[config.mk]
export PLATFORM = sky130hd
export DESIGN_NAME = adc_capture_sequencer
export DESIGN_NICKNAME = d
export VERILOG_FILES = /design/src/rtl/adc_capture_sequencer.sv
export SDC_FILE = /design/constraint.sdc
export NUM_CORES = 1
export LEC_CHECK = 0
export CORE_ASPECT_RATIO = 0.8
export CORE_UTILIZATION = 55
export DETAILED_ROUTE_END_ITERATION = 10
export PLACE_DENSITY = 0.78
export SLEW_MARGIN = 0
export SYNTH_ARGS = -nofsm -noshare
export SYNTH_HDL_FRONTEND = slang
export SYNTH_SLANG_ARGS = --single-unit
[constraint.sdc]
create_clock -name clk_in -period 9.7 [get_ports clk_in]
set_clock_uncertainty 0.15 [all_clocks]
set_input_delay 2.91 -clock clk_in [delete_from_list [all_inputs] [get_ports clk_in]]
set_output_delay 2.91 -clock clk_in [all_outputs]
set_load 0.1 [all_outputs]
[src/rtl/adc_capture_sequencer.sv]
// ADC convert/capture sequencer: periodic cnv strobe, per-channel capture into an output FIFO.
// Define ADC_SEQ_TAG_EN to store each word's conversion tag in the FIFO and expose it on out_seq.
module adc_capture_sequencer #(
  parameter int NUM_CH     = 2,
  parameter int DATA_W     = 16,
  parameter int CNV_HIGH   = 4,
  parameter int CAP_DELAY  = 5,
  parameter int FIFO_DEPTH = 8,
  localparam int CH_W      = (NUM_CH > 1) ? $clog2(NUM_CH) : 1
) (
  input  logic                     clk_in,
  input  logic                     reset_n,
  input  logic                     enable,
  input  logic [15:0]              period,
  input  logic [NUM_CH*DATA_W-1:0] adc_data,
  input  logic                     clear_ovf,
  input  logic                     out_ready,
  output logic                     cnv,
  output logic                     out_valid,
  output logic [DATA_W-1:0]        out_data,
  output logic [CH_W-1:0]          out_ch,
  output logic [15:0]              out_seq,
  output logic                     overflow,
  output logic                     busy
);

  localparam int PTR_W = $clog2(FIFO_DEPTH);

  localparam logic [15:0] MIN_P     = 16'(CNV_HIGH + CAP_DELAY + NUM_CH + 1);
  localparam logic [15:0] CONV_LAST = 16'(CNV_HIGH - 1);
  localparam logic [15:0] WAIT_LAST = 16'(CNV_HIGH + CAP_DELAY - 1);
  localparam logic [15:0] CAP_FIRST = 16'(CNV_HIGH + CAP_DELAY);
  localparam logic [15:0] CAP_LAST  = 16'(CNV_HIGH + CAP_DELAY + NUM_CH - 1);

  localparam logic [PTR_W-1:0] PTR_ONE  = PTR_W'(1);
  localparam logic [PTR_W:0]   CNT_ONE  = (PTR_W+1)'(1);
  localparam logic [PTR_W:0]   CNT_FULL = (PTR_W+1)'(FIFO_DEPTH);

  localparam logic [2:0] S_IDLE = 3'd0;
  localparam logic [2:0] S_CONV = 3'd1;
  localparam logic [2:0] S_WAIT = 3'd2;
  localparam logic [2:0] S_CAPT = 3'd3;
  localparam logic [2:0] S_HOLD = 3'd4;

  // Reset asserts asynchronously but releases only on a clk_in edge.
  logic [1:0] rst_sync_q, rst_sync_d;
  logic       rst_ni;

  assign rst_sync_d = {rst_sync_q[0], 1'b1};
  assign rst_ni     = rst_sync_q[1];

  always_ff @(posedge clk_in or negedge reset_n) begin
    if (!reset_n) rst_sync_q <= '0;
    else          rst_sync_q <= rst_sync_d;
  end

  // ---------------------------------------------------------------------------
  // Sequencer. cnt_q counts cycles since CONV entry and doubles as phase timer.
  // ---------------------------------------------------------------------------
  logic [2:0]  state_q, state_d;
  logic [15:0] cnt_q, cnt_d;
  logic [15:0] eff_q, eff_d;
  logic        cnv_q, cnv_d;
  logic        conv_entry;

  always_comb begin
    state_d    = state_q;
    cnt_d      = cnt_q;
    eff_d      = eff_q;
    conv_entry = 1'b0;
    case (state_q)
      S_IDLE: conv_entry = enable;
      S_CONV: if (cnt_q == CONV_LAST) state_d = S_WAIT;
      S_WAIT: if (cnt_q == WAIT_LAST) state_d = S_CAPT;
      S_CAPT: if (cnt_q == CAP_LAST)  state_d = S_HOLD;
      S_HOLD: begin
        if (cnt_q == eff_q - 16'd1) begin
          if (enable) conv_entry = 1'b1;
          else        state_d    = S_IDLE;
        end
      end
      default: state_d = S_IDLE;
    endcase
    if (state_q != S_IDLE) cnt_d = cnt_q + 16'd1;
    if (state_d == S_IDLE) cnt_d = '0;
    if (conv_entry) begin
      state_d = S_CONV;
      cnt_d   = '0;
      eff_d   = (period < MIN_P) ? MIN_P : period;
    end
    cnv_d = (state_d == S_CONV);
  end

  always_ff @(posedge clk_in or negedge rst_ni) begin
    if (!rst_ni) begin
      state_q <= S_IDLE;
      cnt_q   <= '0;
      eff_q   <= '0;
      cnv_q   <= 1'b0;
    end else begin
      state_q <= state_d;
      cnt_q   <= cnt_d;
      eff_q   <= eff_d;
      cnv_q   <= cnv_d;
    end
  end

  assign cnv  = cnv_q;
  assign busy = (state_q != S_IDLE);

  // ---------------------------------------------------------------------------
  // Capture: one channel per CAPTURE cycle, in channel order.
  // ---------------------------------------------------------------------------
  logic [NUM_CH-1:0][DATA_W-1:0] ch_words;
  logic [CH_W-1:0]               cap_ch;
  logic [DATA_W-1:0]             push_data;
  logic                          push;

  assign ch_words  = adc_data;
  assign push      = (state_q == S_CAPT);
  assign cap_ch    = CH_W'(cnt_q - CAP_FIRST);
  assign push_data = ch_words[cap_ch];

  // ---------------------------------------------------------------------------
  // Output FIFO. A full FIFO still accepts a push when a pop happens the same cycle.
  // ---------------------------------------------------------------------------
  logic [PTR_W-1:0] wr_ptr_q, wr_ptr_d, rd_ptr_q, rd_ptr_d;
  logic [PTR_W:0]   count_q, count_d;
  logic             ovf_q, ovf_d;
  logic             full, pop, wr_en, drop;

  logic [DATA_W-1:0] mem_data_q [FIFO_DEPTH];
  logic [CH_W-1:0]   mem_ch_q   [FIFO_DEPTH];

  assign out_valid = (count_q != '0);
  assign full      = (count_q == CNT_FULL);
  assign pop       = out_valid & out_ready;
  assign wr_en     = push & (~full | pop);
  assign drop      = push & full & ~pop;

  always_comb begin
    wr_ptr_d = wr_ptr_q;
    rd_ptr_d = rd_ptr_q;
    count_d  = count_q;
    ovf_d    = ovf_q;
    if (wr_en) wr_ptr_d = wr_ptr_q + PTR_ONE;
    if (pop)   rd_ptr_d = rd_ptr_q + PTR_ONE;
    case ({wr_en, pop})
      2'b10:   count_d = count_q + CNT_ONE;
      2'b01:   count_d = count_q - CNT_ONE;
      default: count_d = count_q;
    endcase
    // A drop in the same cycle wins over clear_ovf.
    if (drop)           ovf_d = 1'b1;
    else if (clear_ovf) ovf_d = 1'b0;
  end

  always_ff @(posedge clk_in or negedge rst_ni) begin
    if (!rst_ni) begin
      wr_ptr_q <= '0;
      rd_ptr_q <= '0;
      count_q  <= '0;
      ovf_q    <= 1'b0;
    end else begin
      wr_ptr_q <= wr_ptr_d;
      rd_ptr_q <= rd_ptr_d;
      count_q  <= count_d;
      ovf_q    <= ovf_d;
    end
  end

  always_ff @(posedge clk_in) begin
    if (wr_en) begin
      mem_data_q[wr_ptr_q] <= push_data;
      mem_ch_q[wr_ptr_q]   <= cap_ch;
    end
  end

  assign out_data = mem_data_q[rd_ptr_q];
  assign out_ch   = mem_ch_q[rd_ptr_q];
  assign overflow = ovf_q;

`ifdef ADC_SEQ_TAG_EN
  // seq_q is the tag the next conversion will take; tag_q belongs to the running one.
  logic [15:0] seq_q, seq_d, tag_q, tag_d;
  logic [15:0] mem_tag_q [FIFO_DEPTH];

  always_comb begin
    seq_d = seq_q;
    tag_d = tag_q;
    if (conv_entry) begin
      tag_d = seq_q;
      seq_d = seq_q + 16'd1;
    end
  end

  always_ff @(posedge clk_in or negedge rst_ni) begin
    if (!rst_ni) begin
      seq_q <= '0;
      tag_q <= '0;
    end else begin
      seq_q <= seq_d;
      tag_q <= tag_d;
    end
  end

  always_ff @(posedge clk_in) begin
    if (wr_en) mem_tag_q[wr_ptr_q] <= tag_q;
  end

  assign out_seq = mem_tag_q[rd_ptr_q];
`else
  assign out_seq = 16'h0;
`endif

endmodule

# Word level (Yosys, flattened, before mapping)

Memory sizes are Yosys's and may differ from the RTL's.
Index checks and enable logic that the tools add are counted.

Bits of input ports: 53
Register bits: 49
Memories: 2
Memory bits (writable): 136

Eq/ne operators: 12
$lt $le $gt $ge: 2
Bitwise gates (word level): 7
Add/sub/neg operators: 7
Reduce and logical (&&, ||, !) cells: 7
Muxes and demuxes: 21

Memories:

| memory     | depth | width | rd ports | clocked after Yosys merged registers in | wr ports | RTL line | RTL |
|---|---|---|---|---|---|---|---|
| mem_data_q | 8     | 16    | 1        | 0                                       | 1        | 132      | `logic [DATA_W-1:0] mem_data_q [FIFO_DEPTH];` |
| mem_ch_q   | 8     | 1     | 1        | 0                                       | 1        | 133      | `logic [CH_W-1:0] mem_ch_q [FIFO_DEPTH];` |

Operators by type and width:

| operator                | count |
|---|---|
| $mux W16                | 6 |
| $eq A16 B4 Y1 const B   | 2 |
| $mux W3                 | 6 |
| $add A16 B1 Y16 const B | 1 |
| $eq A16 B16 Y1          | 1 |
| $eq A16 B2 Y1 const B   | 1 |
| $lt A16 B4 Y1 const B   | 1 |
| $sub A16 B1 Y16 const B | 1 |
| $pmux W3 S5             | 1 |
| $pmux W4 S2             | 1 |
| $add A3 B1 Y3 const B   | 2 |
| $eq A3 B1 Y1 const B    | 2 |
| $eq A3 B2 Y1 const B    | 2 |
| $logic_not A3 Y1        | 2 |
| $mux W1                 | 6 |
| $reduce_bool A3 Y1      | 2 |
| $add A4 B1 Y4 const B   | 1 |
| $and A1 B1 Y1           | 4 |
| $eq A4 B4 Y1 const B    | 1 |
| $reduce_bool A2 Y1      | 2 |
| $reduce_bool A4 Y1      | 1 |
| $sub A4 B1 Y4 const B   | 1 |
| $eq A3 B3 Y1 const B    | 1 |
| $eq A2 B1 Y1 const B    | 1 |
| other kinds (6)         | 7 |

# Longest topological paths before layout

Depth in word-level cells: 7
Mapped depth: 10

# Least setup slack after synthesis

OpenSTA, ideal clock, no wires.

Kind: reg-to-output
Start point: register rd_ptr_q[0]
End point: output port out_ch
Cell stages (with the launch flop): 5
Data arrival time: 2,295 ps
Slack: 4,345 ps
Buffers on the path: 2
Path through: dfrtp_1 -> clkbuf_1 -> buf_1 -> mux4_2 -> mux2_2

Cells in the longest elaborated chain, start to end: 1

RTL lines:

| item                     | RTL line | RTL |
|---|---|---|
| start: declaration       | 127      | `logic [PTR_W-1:0] wr_ptr_q, wr_ptr_d, rd_ptr_q, rd_ptr_d;` |
| start signal: assignment | 166      | `rd_ptr_q <= rd_ptr_d;` |
| $mem_v2 Z8 W1            | n/a      |  |
| end: declaration         | 21       | `output logic [CH_W-1:0] out_ch,` |

Every way passes these cells.

# Worst setup path in the final report

Start point: register rd_ptr_q[0]
End point: output port out_data[7]

Cells in the longest elaborated chain, start to end: 1

RTL lines:

| item             | RTL line | RTL |
|---|---|---|
| $mem_v2 Z8 W16   | n/a      |  |
| end: declaration | 20       | `output logic [DATA_W-1:0] out_data,` |

Every way passes these cells.

==> flow_summary_export.csv <==
group,metric,value,unit
timing,tightest_slew,1100,ps
place,dp.final_hpwl,10.3,mm
timing,finalSetupViolCount,0,
die,die_w,140,um
critical_path,slowest_delay,980,ps
critical_path,critPathBufInv,2,
min_path,holdPathStages,0,
timing,rsz0062_at_grt,"false",
routing,drtPass1Iterations,5,
clock_network,clock_sinks,185,
timing,finalMaxSlewViolations,0,
critical_path,r2r_slack,5780,ps
place,gp_congestion,0.881,
synthesis,ys_ff_latch,185,
min_path,worst_hold_path.endpoint,"rst_sync_q[1]",
synthesis,async_reset_ff_share,26.5,%
die,die-height,112,um
synthesis,synth_edf_count,136,
clock_network,cts_max_level,4,
clock_network,path_clk_slew,60,ps
clock_network,post_cts_buffers,0,
critical_path,cp-end-kind,"output pin",
critical_path,cp_data_arrival_time,3380,ps
synthesis,syn_inst,533,
clock_network,cts_resized,0,
run,maxCapViolCount,0,
critical_path,crit_family,"buffers and inverters",
routing,drt_wl_total,16.5,mm
run_status,status,"complete, no violations",
pwr,p_leak,3.51,nW
routing,detail-route-antenna-nets,0,
critical_path,worstRegToRegCells,9,
pwr,p_per_area,256,mW/mm2
die,coreArea,0.0146,mm2
place,dp_cells,778,
pwr,ir_drop,0.191,mV
critical_path,slowest_stage,"clkdlybuf4s50_1",
synthesis,synth_area,0.00837,mm2
die,row_count,39,
synthesis,synth_warnings,0,
place,dp_slack,3670,ps
clock_network,ctsHoldBuffers,0,
routing,wl_per_cell,20.4,um
grt,gr-total-overflow,0,
min_path,hold_class,"reg2reg",
layout,diodes,0,
layout,drive_gt1_share,22.0,%
timing,fin_tns_setup,0,ps
clock_network,insertion_delay,420,ps
critical_path,crit_fanout,26,
clock_network,cts_root_buf,"clkbuf_16",
clock_network,cts_buffers,17,
clock_network,cts_tree,"built",
layout,area_growth_syn_to_layout,17.7,%
timing,fin_crit_sh,66.4,%
layout,final-seq-area,0.00531,mm2
routing,viasPerCell,5.93,
pwr,p_total,0.00252,W
synthesis,synthFlopType,"edfxtp_1",
critical_path,worstPathCellList,"buf_4, mux4_2, mux2_2, clkdlybuf4s50_1",
synthesis,syn_area_per_cell,15.7,um2
timing,max_freq,155,MHz
layout,multi_input_area,0.00286,mm2
clock_network,cts_max_path_buffers,2,
critical_path,required,6640,ps
synthesis,ys_types,60,
grt,grt_pass1_vias,4900,
routing,drtIter0Drc,410,
grt,grt_pass1_wl,26.8,mm
die,start_util,57.4,%
min_path,min-delay-start,"rst_sync_q[0]",
critical_path,critical_path_class,"reg2out",
die,ios,90,
grt,grt_max_degree,48,
die,die_area,0.0157,mm2
critical_path,startpoint_type,"register",
timing,hold_slack,206,ps
critical_path,cp.depth,4,
place,io_buffers,73,
grt,antenna_found_initial,0,
layout,fin_cells,808,
layout,nets,675,
timing,final.min_clock_period,6440,ps
routing,dr_total_vias,4794,
synthesis,yosysSeqAreaShare,63.4,%
timing,maxSlewHeadroom,26.5,%
critical_path,r2r-end,"eff_q[15]",
timing,hold_violations,0,
routing,drcViolationCount,0,
critical_path,reg2reg_from,"eff_q[0]",
layout,fillers,957,
grt,grt_use_total,22.9,%
timing,fin_ws,3260,ps
==> metal layers <==
layer | wire length, um | vias up | global-route usage [%]
met1 | 7290 | 2437 | 32.3
met3 | 1030 | 20 | 4.95
met4 | 206 | 0 | 7.84
met2 | 7970 | 187 | 35.9
met5 | 0 | - | 0
li1 | - | 2150 | -
==> layout make-up <==
type                       instances  share of cell area, %
multi-input combinational        316                   29.0
clock buffer                      17                   4.32
tap                              184                   2.34
clock inverter                    13                   1.83
timing repair buffer              83                   8.18
sequential                       185                   53.9
inverter                          10                  0.381
==> kinds of logic (layout without fill, tap and decap cells) <==
group                    Yosys count  count (layout)  synth area share [%]
AND/OR/NAND/NOR                  127             127                  8.09
XOR/XNOR                          40              40                  4.18
other                              2              17                0.0897
multiplexers                      85              85                  16.3
AO/OA/AOI/OAI                     38              38                  3.18
buffers and inverters             47             123                  3.26
adder cells (fa/ha/maj)            9               9                  1.43
flip-flops                       185             185                  63.4
==> stage by stage <==
step                      utilization (%)  instance area, um2
final                                67.5                9850
after global routing                 67.5                9850
after CTS                            67.5                9850
after detailed placement             63.4                9240
after global placement               63.4                9240
after floorplan                         -                8430
==> flip-flops by register name, indices dropped and copies added (netlist names) <==
| register | count |
|---|---|
| overflow | 1 |
| wr_ptr_q | 3 |
| cnv | 1 |
| eff_q | 16 |
| rst_sync_q | 2 |
| rd_ptr_q | 3 |
| mem_data_q | 128 |
| cnt_q | 16 |
| mem_ch_q | 8 |
| count_q | 4 |
| state_q | 3 |
==> synth_stat cells, types with 2 or more instances <==
cell | n | area share, %
xnor2_1 | 23 | 2.4
ha_1 | 8 | 1.2
buf_6 | 2 | 0.27
nor2_1 | 36 | 1.6
and2_1 | 4 | 0.30
or3_1 | 3 | 0.22
clkbuf_1 | 13 | 0.58
and3_1 | 3 | 0.22
buf_4 | 17 | 1.5
nand2_1 | 25 | 1.1
nand3_1 | 6 | 0.36
or2_2 | 2 | 0.15
xor2_1 | 17 | 1.8
inv_1 | 10 | 0.45
nor4bb_1 | 2 | 0.24
nand2b_1 | 8 | 0.60
dfrtp_1 | 49 | 15
o31ai_1 | 2 | 0.18
o211ai_1 | 4 | 0.36
nor4_1 | 8 | 0.60
o2bb2ai_1 | 2 | 0.21
o21ai_0 | 6 | 0.36
nand4_1 | 8 | 0.60
mux2_2 | 41 | 5.5
nor3_1 | 9 | 0.54
edfxtp_1 | 136 | 49
buf_1 | 3 | 0.13
conb_1 | 2 | 0.090
o22ai_1 | 2 | 0.15
a21oi_1 | 10 | 0.60
mux4_2 | 34 | 9.1
nand4b_1 | 2 | 0.21
mux2_4 | 8 | 1.4
mux2i_1 | 2 | 0.24
==> worst max path at each step <==
stage | start | to
after floorplan | rd_ptr_q[0] | out_ch
after global placement | rd_ptr_q[0] | out_data[7]
after detailed placement | rd_ptr_q[0] | out_data[5]
after CTS | rd_ptr_q[0] | out_data[7]
after global routing | rd_ptr_q[0] | out_ch
final | rd_ptr_q[0] | out_data[7]
==> power breakdown <==
part	internal [W]	leakage, nW	switching, W
Clock	0.000426	0.282	0.000282
Combinational	0.000307	1.39	0.000596
Sequential	0.000866	1.83	0.0000448
Total	0.00160	3.51	0.000923
==> cells in the final DEF (no fill, tap or decap), types with 8 or more instances in the layout <==
cell type	n
conb_1	17
clkbuf_16	17
dfrtp_1	47
clkdlybuf4s50_1	73
mux2_2	41
buf_4	10
nand2_1	25
mux2_4	8
inv_1	10
xor2_1	17
nand4_1	8
nor4_1	8
edfxtp_1	136
ha_1	8
xnor2_1	23
nor2_1	35
nand2b_1	8
mux4_2	34
a21oi_1	10
Note: power is estimated with default switching activity, not from simulation.
